[config.mk]
export PLATFORM = sky130hd
export DESIGN_NAME = fixed_residual_calculator
export DESIGN_NICKNAME = d
export VERILOG_FILES = /design/src/rtl/fixed_residual_calculator.sv
export SDC_FILE = /design/constraint.sdc
export NUM_CORES = 1
export LEC_CHECK = 0
export CAP_MARGIN = 20
export CORE_ASPECT_RATIO = 0.5
export CORE_MARGIN = 1.5
export CORE_UTILIZATION = 35
export CTS_CLUSTER_DIAMETER = 100
export DETAILED_ROUTE_END_ITERATION = 10
export PLACE_DENSITY = 0.55
export RECOVER_POWER = 50
export SYNTH_ARGS = -nofsm -noshare
export SYNTH_HDL_FRONTEND = slang
export SYNTH_SLANG_ARGS = --single-unit
[constraint.sdc]
create_clock -name iClock -period 4.1 [get_ports iClock]
set_input_delay 0.82 -clock iClock [delete_from_list [all_inputs] [get_ports iClock]]
set_output_delay 0.82 -clock iClock [all_outputs]
set_load 0.005 [all_outputs]
[src/rtl/fixed_residual_calculator.sv]
// FLAC fixed-predictor residual calculator, orders 0..4, one block of samples at a time.
// Samples are accepted in RUN. Stage 1 registers the sample and the scaled history terms.
// Stage 2 registers two partial sums. The output register holds the final residual.
// Result: a sample accepted at edge t is driven on the outputs after edge t+2.
module fixed_residual_calculator #(
    parameter int unsigned SAMPLE_W = 16,
    parameter int unsigned RES_W    = 20,
    parameter int unsigned BS_W     = 16
) (
    input  logic                iClock,
    input  logic                iReset_n,
    input  logic                iStart,
    input  logic [2:0]          iOrder,
    input  logic [BS_W-1:0]     iBlockSize,
    input  logic                iValid,
    input  logic [SAMPLE_W-1:0] iSample,
    output logic                oValid,
    output logic [RES_W-1:0]    oResidual,
    output logic                oWarmup,
    output logic                oLast,
    output logic                oBusy
);

    typedef enum logic [1:0] {StIdle, StRun, StDrain} state_e;

    state_e r_state, w_state_next;

    logic [2:0]          r_order;
    logic [BS_W-1:0]     r_bsize;
    logic [BS_W-1:0]     r_n;
    logic [SAMPLE_W-1:0] r_x1, r_x2, r_x3, r_x4;

    // Stage 1: sample plus signed, scaled history terms
    logic                    r_s1_valid, r_s1_warm, r_s1_last;
    logic signed [RES_W-1:0] r_s1_x, r_s1_t1, r_s1_t2, r_s1_t3, r_s1_t4;
    // Stage 2: partial sums
    logic                    r_s2_valid, r_s2_warm, r_s2_last;
    logic signed [RES_W-1:0] r_s2_a, r_s2_b;
    // Output register
    logic                    r_out_valid, r_out_warm, r_out_last;
    logic [RES_W-1:0]        r_out_res;

    logic                    w_start_ok, w_accept, w_warm, w_last;
    logic signed [RES_W-1:0] w_x, w_h1, w_h2, w_h3, w_h4;
    logic signed [RES_W-1:0] w_t1, w_t2, w_t3, w_t4;

    assign w_start_ok = (r_state == StIdle) && iStart && (iOrder <= 3'd4) &&
                        (iBlockSize != '0);
    assign w_accept   = (r_state == StRun) && iValid;
    assign w_warm     = r_n < {{(BS_W-3){1'b0}}, r_order};
    assign w_last     = r_n == (r_bsize - 1'b1);

    // Sign-extend sample and history to full residual width before any arithmetic
    assign w_x  = {{(RES_W-SAMPLE_W){iSample[SAMPLE_W-1]}}, iSample};
    assign w_h1 = {{(RES_W-SAMPLE_W){r_x1[SAMPLE_W-1]}}, r_x1};
    assign w_h2 = {{(RES_W-SAMPLE_W){r_x2[SAMPLE_W-1]}}, r_x2};
    assign w_h3 = {{(RES_W-SAMPLE_W){r_x3[SAMPLE_W-1]}}, r_x3};
    assign w_h4 = {{(RES_W-SAMPLE_W){r_x4[SAMPLE_W-1]}}, r_x4};

    // Binomial history terms for the latched order; all zero for warm-up samples
    always_comb begin
        w_t1 = '0;
        w_t2 = '0;
        w_t3 = '0;
        w_t4 = '0;
        if (!w_warm) begin
            case (r_order)
                3'd1: w_t1 = -w_h1;
                3'd2: begin
                    w_t1 = -(w_h1 <<< 1);
                    w_t2 = w_h2;
                end
                3'd3: begin
                    w_t1 = -((w_h1 <<< 1) + w_h1);
                    w_t2 = (w_h2 <<< 1) + w_h2;
                    w_t3 = -w_h3;
                end
                3'd4: begin
                    w_t1 = -(w_h1 <<< 2);
                    w_t2 = (w_h2 <<< 2) + (w_h2 <<< 1);
                    w_t3 = -(w_h3 <<< 2);
                    w_t4 = w_h4;
                end
                default: ;
            endcase
        end
    end

    // Block control state register
    always_ff @(posedge iClock or negedge iReset_n) begin
        if (!iReset_n) r_state <= StIdle;
        else           r_state <= w_state_next;
    end

    // Next-state: leave DRAIN once the final output is on the port
    always_comb begin
        w_state_next = r_state;
        case (r_state)
            StIdle:  if (w_start_ok) w_state_next = StRun;
            StRun:   if (w_accept && w_last) w_state_next = StDrain;
            StDrain: if (r_out_valid && r_out_last) w_state_next = StIdle;
            default: w_state_next = StIdle;
        endcase
    end

    // Block parameters, sample count and history shift register
    always_ff @(posedge iClock or negedge iReset_n) begin
        if (!iReset_n) begin
            r_order <= '0;
            r_bsize <= '0;
            r_n     <= '0;
            r_x1    <= '0;
            r_x2    <= '0;
            r_x3    <= '0;
            r_x4    <= '0;
        end else if (w_start_ok) begin
            r_order <= iOrder;
            r_bsize <= iBlockSize;
            r_n     <= '0;
            r_x1    <= '0;
            r_x2    <= '0;
            r_x3    <= '0;
            r_x4    <= '0;
        end else if (w_accept) begin
            r_n  <= r_n + 1'b1;
            r_x1 <= iSample;
            r_x2 <= r_x1;
            r_x3 <= r_x2;
            r_x4 <= r_x3;
        end
    end

    // Three register levels: terms, partial sums, output
    always_ff @(posedge iClock or negedge iReset_n) begin
        if (!iReset_n) begin
            r_s1_valid  <= 1'b0;
            r_s1_warm   <= 1'b0;
            r_s1_last   <= 1'b0;
            r_s1_x      <= '0;
            r_s1_t1     <= '0;
            r_s1_t2     <= '0;
            r_s1_t3     <= '0;
            r_s1_t4     <= '0;
            r_s2_valid  <= 1'b0;
            r_s2_warm   <= 1'b0;
            r_s2_last   <= 1'b0;
            r_s2_a      <= '0;
            r_s2_b      <= '0;
            r_out_valid <= 1'b0;
            r_out_warm  <= 1'b0;
            r_out_last  <= 1'b0;
            r_out_res   <= '0;
        end else begin
            r_s1_valid  <= w_accept;
            r_s1_warm   <= w_accept && w_warm;
            r_s1_last   <= w_accept && w_last;
            r_s1_x      <= w_x;
            r_s1_t1     <= w_t1;
            r_s1_t2     <= w_t2;
            r_s1_t3     <= w_t3;
            r_s1_t4     <= w_t4;
            r_s2_valid  <= r_s1_valid;
            r_s2_warm   <= r_s1_warm;
            r_s2_last   <= r_s1_last;
            r_s2_a      <= r_s1_x + r_s1_t1;
            r_s2_b      <= r_s1_t2 + r_s1_t3 + r_s1_t4;
            r_out_valid <= r_s2_valid;
            r_out_warm  <= r_s2_valid && r_s2_warm;
            r_out_last  <= r_s2_valid && r_s2_last;
            // Residual holds its last value across bubbles
            if (r_s2_valid) r_out_res <= r_s2_a + r_s2_b;
        end
    end

    assign oValid    = r_out_valid;
    assign oResidual = r_out_res;
    assign oWarmup   = r_out_warm;
    assign oLast     = r_out_last;
    assign oBusy     = (r_state != StIdle);

endmodule

==> metrics.csv <==
metric,value,unit
finalClockSkew,15.99,ps
yosysWarnings,0,
route.detailed.drc,0,
vdd_ir_drop_max,282.5,µV
synth.lib_cells_used.distinct,79,
routed_wirelength,41190,µm
clock_path_buffers,3,
hold_path.class,input pin to async pin,
max_cap_check_violation_count,3,
post_layout_nets,1847,
cts_resized,0,
final_area,17730,µm²
worst_setup_path_endpoint,r_s2_b[19],
cts_tree,done,
detail_route.first_pass.iterations,5,
vias_in_the_first_global_route,11307,
grt_setup_unrepaired,no,
power.static_leakage,8.157,nW
grt_overflow,0,
clkSinkCount,261,
port-buffer-count,62,
relSlewSlack,-0.7198,
route.vias.total,11943,
share_of_post_route_cells_with_drive_strength_above_1,0.06062,
timing_max_transition_violations_final,201,
hold_viol,0,
worst-setup-path-type,flip-flop to flip-flop,
critPathLaunch,r_s1_t2[1],
viasPerCell,5.220,
grt_start_max_net_pins,84,
initial_utilization,0.3551,
clkSlewWorstSetupHoldPaths,70,ps
maximum_clock_frequency,280.6,MHz
postSynthCellCount,1635,
outcome,finished with violations,
avgSynthCellArea,9.479,µm²
synth.cell_area,15500,µm²
ant_nets,0,
reg2reg_slack,540,ps
grt_pass1_wl,65140,µm
cts_htree_levels,1,
place_congestion,0.8626,
period_share,0.8693,
synth_top_flop_cell,dfrtp_1,
crit_path_end_kind,flip-flop,
period_needed,3564,ps
die-area,45630,µm²
cts_made_buffers,28,
worst_pin_slew,2580,ps
synthesis.nets,1805,
setup_tns,0,ps
async_reset_ff_frac,1.000,
synth_largest_type_area_fraction,0.4214,
finalSetupViolCount,0,
flow.area_growth_from_synthesis,14.39,%
layout_utilization,0.4061,
dpl-instance-area,16780,µm²
rr_startpoint,r_s1_t2[1],
worstSetupStartpointType,flip-flop,
core-area,43650,µm²
chipHeight,151.8,µm
synth_top_cells_by_area,"dfrtp_1, ha_1, nand2_1, xnor2_1, a21oi_1",
clock_latency,580,ps
postSynthRegisterBits,261,
pre_cts_ws,558.5,ps
crit_fanout,3,
synth_top_cell_by_area,dfrtp_1,
most_numerous_cell_in_the_yosys_netlist,dfrtp_1,
grt.total_usage,0.1819,
synth_top_cells_by_count,"dfrtp_1, nand2_1, a21oi_1",
yosysSeqAreaShare,0.4214,
fp-row-count,54,
cts_root_buf,clkbuf_16,
crit_arrival,4030,ps
fp.dieW,300.6,µm
violations,"max-capacitance violations, max-slew violations",
data_required_time_of_the_critical_path,4570,ps
synth_edf_count,0,
routed_wire_length_per_instance,18.00,µm
detailedPlacementHpwl,30520,µm
initialDrtViolationCount,882,
final_critical_path_setup_slack,536.0,ps
top_level_ports,63,
post_cts.repair.setup_buffers,0,
worst_r2r_endpoint,r_s2_b[19],
cellPowerDensity,379.8,nW/µm²
worst-r2r-cell-count,10,
cts-hold-fix-buffers,0,
antenna_found_initial,0,
==> through the flow <==
stage / hold WS (ps) / instances / power [mW]
6_report: 204.5 / 2288 / 6.732
5_1_grt: 247.5 / 2287 / 7.075
4_1_cts: 226.4 / 2287 / 6.800
3_5_place_dp: 335.5 / 2235 / 4.093
3_3_place_gp: 335.2 / 2235 / 4.093
2_1_floorplan: 331.2 / 1635 / 3.706
==> critical path, cell delays in order, from the launching register on <==
cell and delay [ps]:
dfrtp_1 380, fa_1 480, ha_1 250, fa_1 430, a211oi_1 330, o21a_1 180, o31ai_1 110, o31a_1 340
o311a_1 300, or4_1 470, and3_1 180
==> how the worst min path moves through the flow <==
stage                            end  slack [ps]  cells past startpoint
final                        r_x1[1]         200                      1
after floorplan            r_s2_last         330                      0
after detailed placement  r_s2_valid         340                      0
after global routing      r_s1_t1[7]         250                      1
after global placement    r_s2_valid         340                      0
after CTS                    r_x1[1]         230                      1
==> routing by layer <==
metal	track usage	up-vias	wire, µm
li1	-	5876	-
met1	0.2776	5775	21340
met2	0.2676	251	17210
met3	0.03464	41	2070
met4	0.03040	0	573
met5	0	-	0
==> cells in the final DEF (no fill, tap or decap), types with 23 or more instances in the layout <==
| cell type | n |
|---|---|
| inv_1 | 60 |
| clkbuf_16 | 28 |
| nand3_1 | 29 |
| nand2_1 | 202 |
| and2_1 | 23 |
| a21o_1 | 30 |
| nor3_1 | 27 |
| a21oi_1 | 149 |
| fa_1 | 23 |
| ha_1 | 108 |
| clkdlybuf4s50_1 | 45 |
| xnor2_1 | 86 |
| nor2_1 | 135 |
| a22oi_1 | 34 |
| xor2_1 | 38 |
| dfrtp_1 | 261 |
| o21ai_0 | 59 |
==> area by class of cell <==
| class | instances | area, µm² |
|---|---|---|
| antenna | 1 | 2.502 |
| clock inverter | 16 | 201.4 |
| fill | 4379 | 25920 |
| multi-input combinational | 1243 | 8478 |
| tap | 588 | 735.7 |
| inverter | 63 | 236.5 |
| clock buffer | 36 | 780.7 |
| sequential | 261 | 6531 |
| timing repair buffer | 80 | 760.7 |
==> cells by family after synthesis <==
family	synth area share
buffers and inverters	0.03189
and+or+nand+nor	0.1594
AOI/OAI and AO/OA	0.1792
muxes	0.02115
DFF	0.4214
xor gates and xnor gates	0.07008
adders and majority gates	0.1169
==> power breakdown <==
part           total (mW)  internal [mW]  switching [mW]
sequential           2.91           2.72           0.192
combinational        1.14          0.498           0.641
clock                2.69           1.55            1.14
total                6.73           4.76            1.97
==> registers in the layout, summed over array words and instances (netlist names), 2 cells and up <==
register / count
r_x4: 16
r_x3: 16
r_x2: 16
r_bsize: 16
r_state: 2
r_order: 3
r_s1_t4: 16
r_s1_t3: 20
r_s1_t1: 20
r_s2_a: 20
r_s1_x: 16
r_n: 16
r_x1: 16
r_s2_b: 20
r_s1_t2: 19
oResidual: 20
(Power assumes the default switching activity.)
==> RTL change, RTL diff (config.mk and constraints unchanged) <==
`RES_W`: 20 -> 28.
--- a/src/rtl/fixed_residual_calculator.sv
+++ b/src/rtl/fixed_residual_calculator.sv
@@ -4,7 +4,7 @@
 // Result: a sample accepted at edge t is driven on the outputs after edge t+2.
 module fixed_residual_calculator #(
     parameter int unsigned SAMPLE_W = 16,
-    parameter int unsigned RES_W    = 20,
+    parameter int unsigned RES_W    = 28,
     parameter int unsigned BS_W     = 16
 ) (
     input  logic                iClock,
Ports: changed (resized oResidual); port bits go from 63 to 71. No check against the original RTL was run, so the function may have changed too.
==> RTL change against the unedited design <==
  * The run still ends with max-capacitance violations, max-slew violations left
  * Synthesized cell count up 19%
  * Total power rose by 13%
  * Count of clock-buffer cells in the layout up 4
  * Area after synthesis grew 19%
  * Hold slack better by 0.14 ns
  * Worst setup slack gained 0.21 ns
  * Sequential cell count rose by 40
  * Cell area grew 19%
  * Wire length grew 21%
  * Largest cell class unchanged
==> RTL change: results <==
[synth]
synth_top_cells_by_count = 301 x sky130_fd_sc_hd__dfrtp_1, 246 x sky130_fd_sc_hd__nand2_1, 171 x sky130_fd_sc_hd__a21oi_1
synth_seq_area_share_pct = 40.7
synth-xor-area-share_pct = 7.43
synth_fa_ha_area_share_pct = 12.4
multiplexer_share_of_the_synthesized_area_pct = 2.54
area_fraction_in_compound_gates_after_synthesis_pct = 18.6
synth.lib_cells_used.distinct = 84

[global_routing]
maximum_number_of_pins_on_one_net_before_global_route_repair = 96
vias_in_the_first_global_route = 13793
grt_util_all_layers_pct = 18.5

[placed_design]
dp_worst_setup_slack_ns = 0.740
placement.cell_area_um2 = 20000

[outcome]
status = finished, violations left
violations = max-capacitance violations, max-slew violations

[sta]
timing_max_transition_violations_final = 127
clock-skew-final_ns = 0.00954
max_slew_margin_pct = -70.8
whs_ns = 0.349

[critical_path]
worst_r2r_path_cells = 9
crit_path_slowest_cell = sky130_fd_sc_hd__dfrtp_1
worstPathArrival_ns = 3.83

[layout]
nFillCells = 5206
layout-drive-gt1-share_pct = 6.36

[route]
drtPass1Iterations = 6

[flow_run]
max-cap-violations = 2

[power]
ir_worst_vdd_mv = 0.320
cellLeakagePower_nw = 10.0
-- RTL change: worst max path at each step --
stage	end	slack (ns)	depth (start not counted)	start
finish	r_s2_b[24]	0.75	9	r_s1_t4[26]
global placement	r_s2_b[24]	0.82	9	r_s1_t4[26]
floorplan	r_s2_b[24]	1.14	9	r_s1_t4[26]
global route	r_n[6]	0.37	2	iReset_n
detailed placement	r_s2_b[24]	0.74	9	r_s1_t4[26]
CTS	r_s2_b[24]	0.70	9	r_s1_t4[26]
-- RTL change: layout make-up --
| type | count | area [um2] | share of cell area, % |
|---|---|---|---|
| clock buffer | 40 | 860 | 4.08 |
| clock inverter | 16 | 246 | 1.17 |
| inverter | 75 | 282 | 1.34 |
| multi-input combinational | 1487 | 10400 | 49.3 |
| sequential | 301 | 7530 | 35.7 |
| tap | 701 | 877 | 4.16 |
| timing repair buffer | 93 | 885 | 4.20 |
-- RTL change: cell families (layout without fill, tap and decap cells) --
group | Yosys count | after routing
AOI/OAI and AO/OA | 525 | 525
xor gates and xnor gates | 157 | 157
adders and majority gates | 165 | 165
buffers and inverters | 150 | 224
DFF | 301 | 301
muxes | 43 | 43
and+or+nand+nor | 597 | 597
-- RTL change: routing by layer --
metal	up-vias	share of wire, %	GRT usage, %
met5	-	0.026	0
li1	7017	-	-
met3	51	5.2	3.36
met1	6919	51	27.6
met4	2	1.8	3.64
met2	297	42	27.8
-- RTL change: power breakdown --
| part | switching (mW) | internal (mW) | total (mW) |
|---|---|---|---|
| sequential | 0.205 | 3.12 | 3.33 |
| clock | 1.27 | 1.81 | 3.08 |
| combinational | 0.690 | 0.544 | 1.23 |
| total | 2.17 | 5.47 | 7.64 |
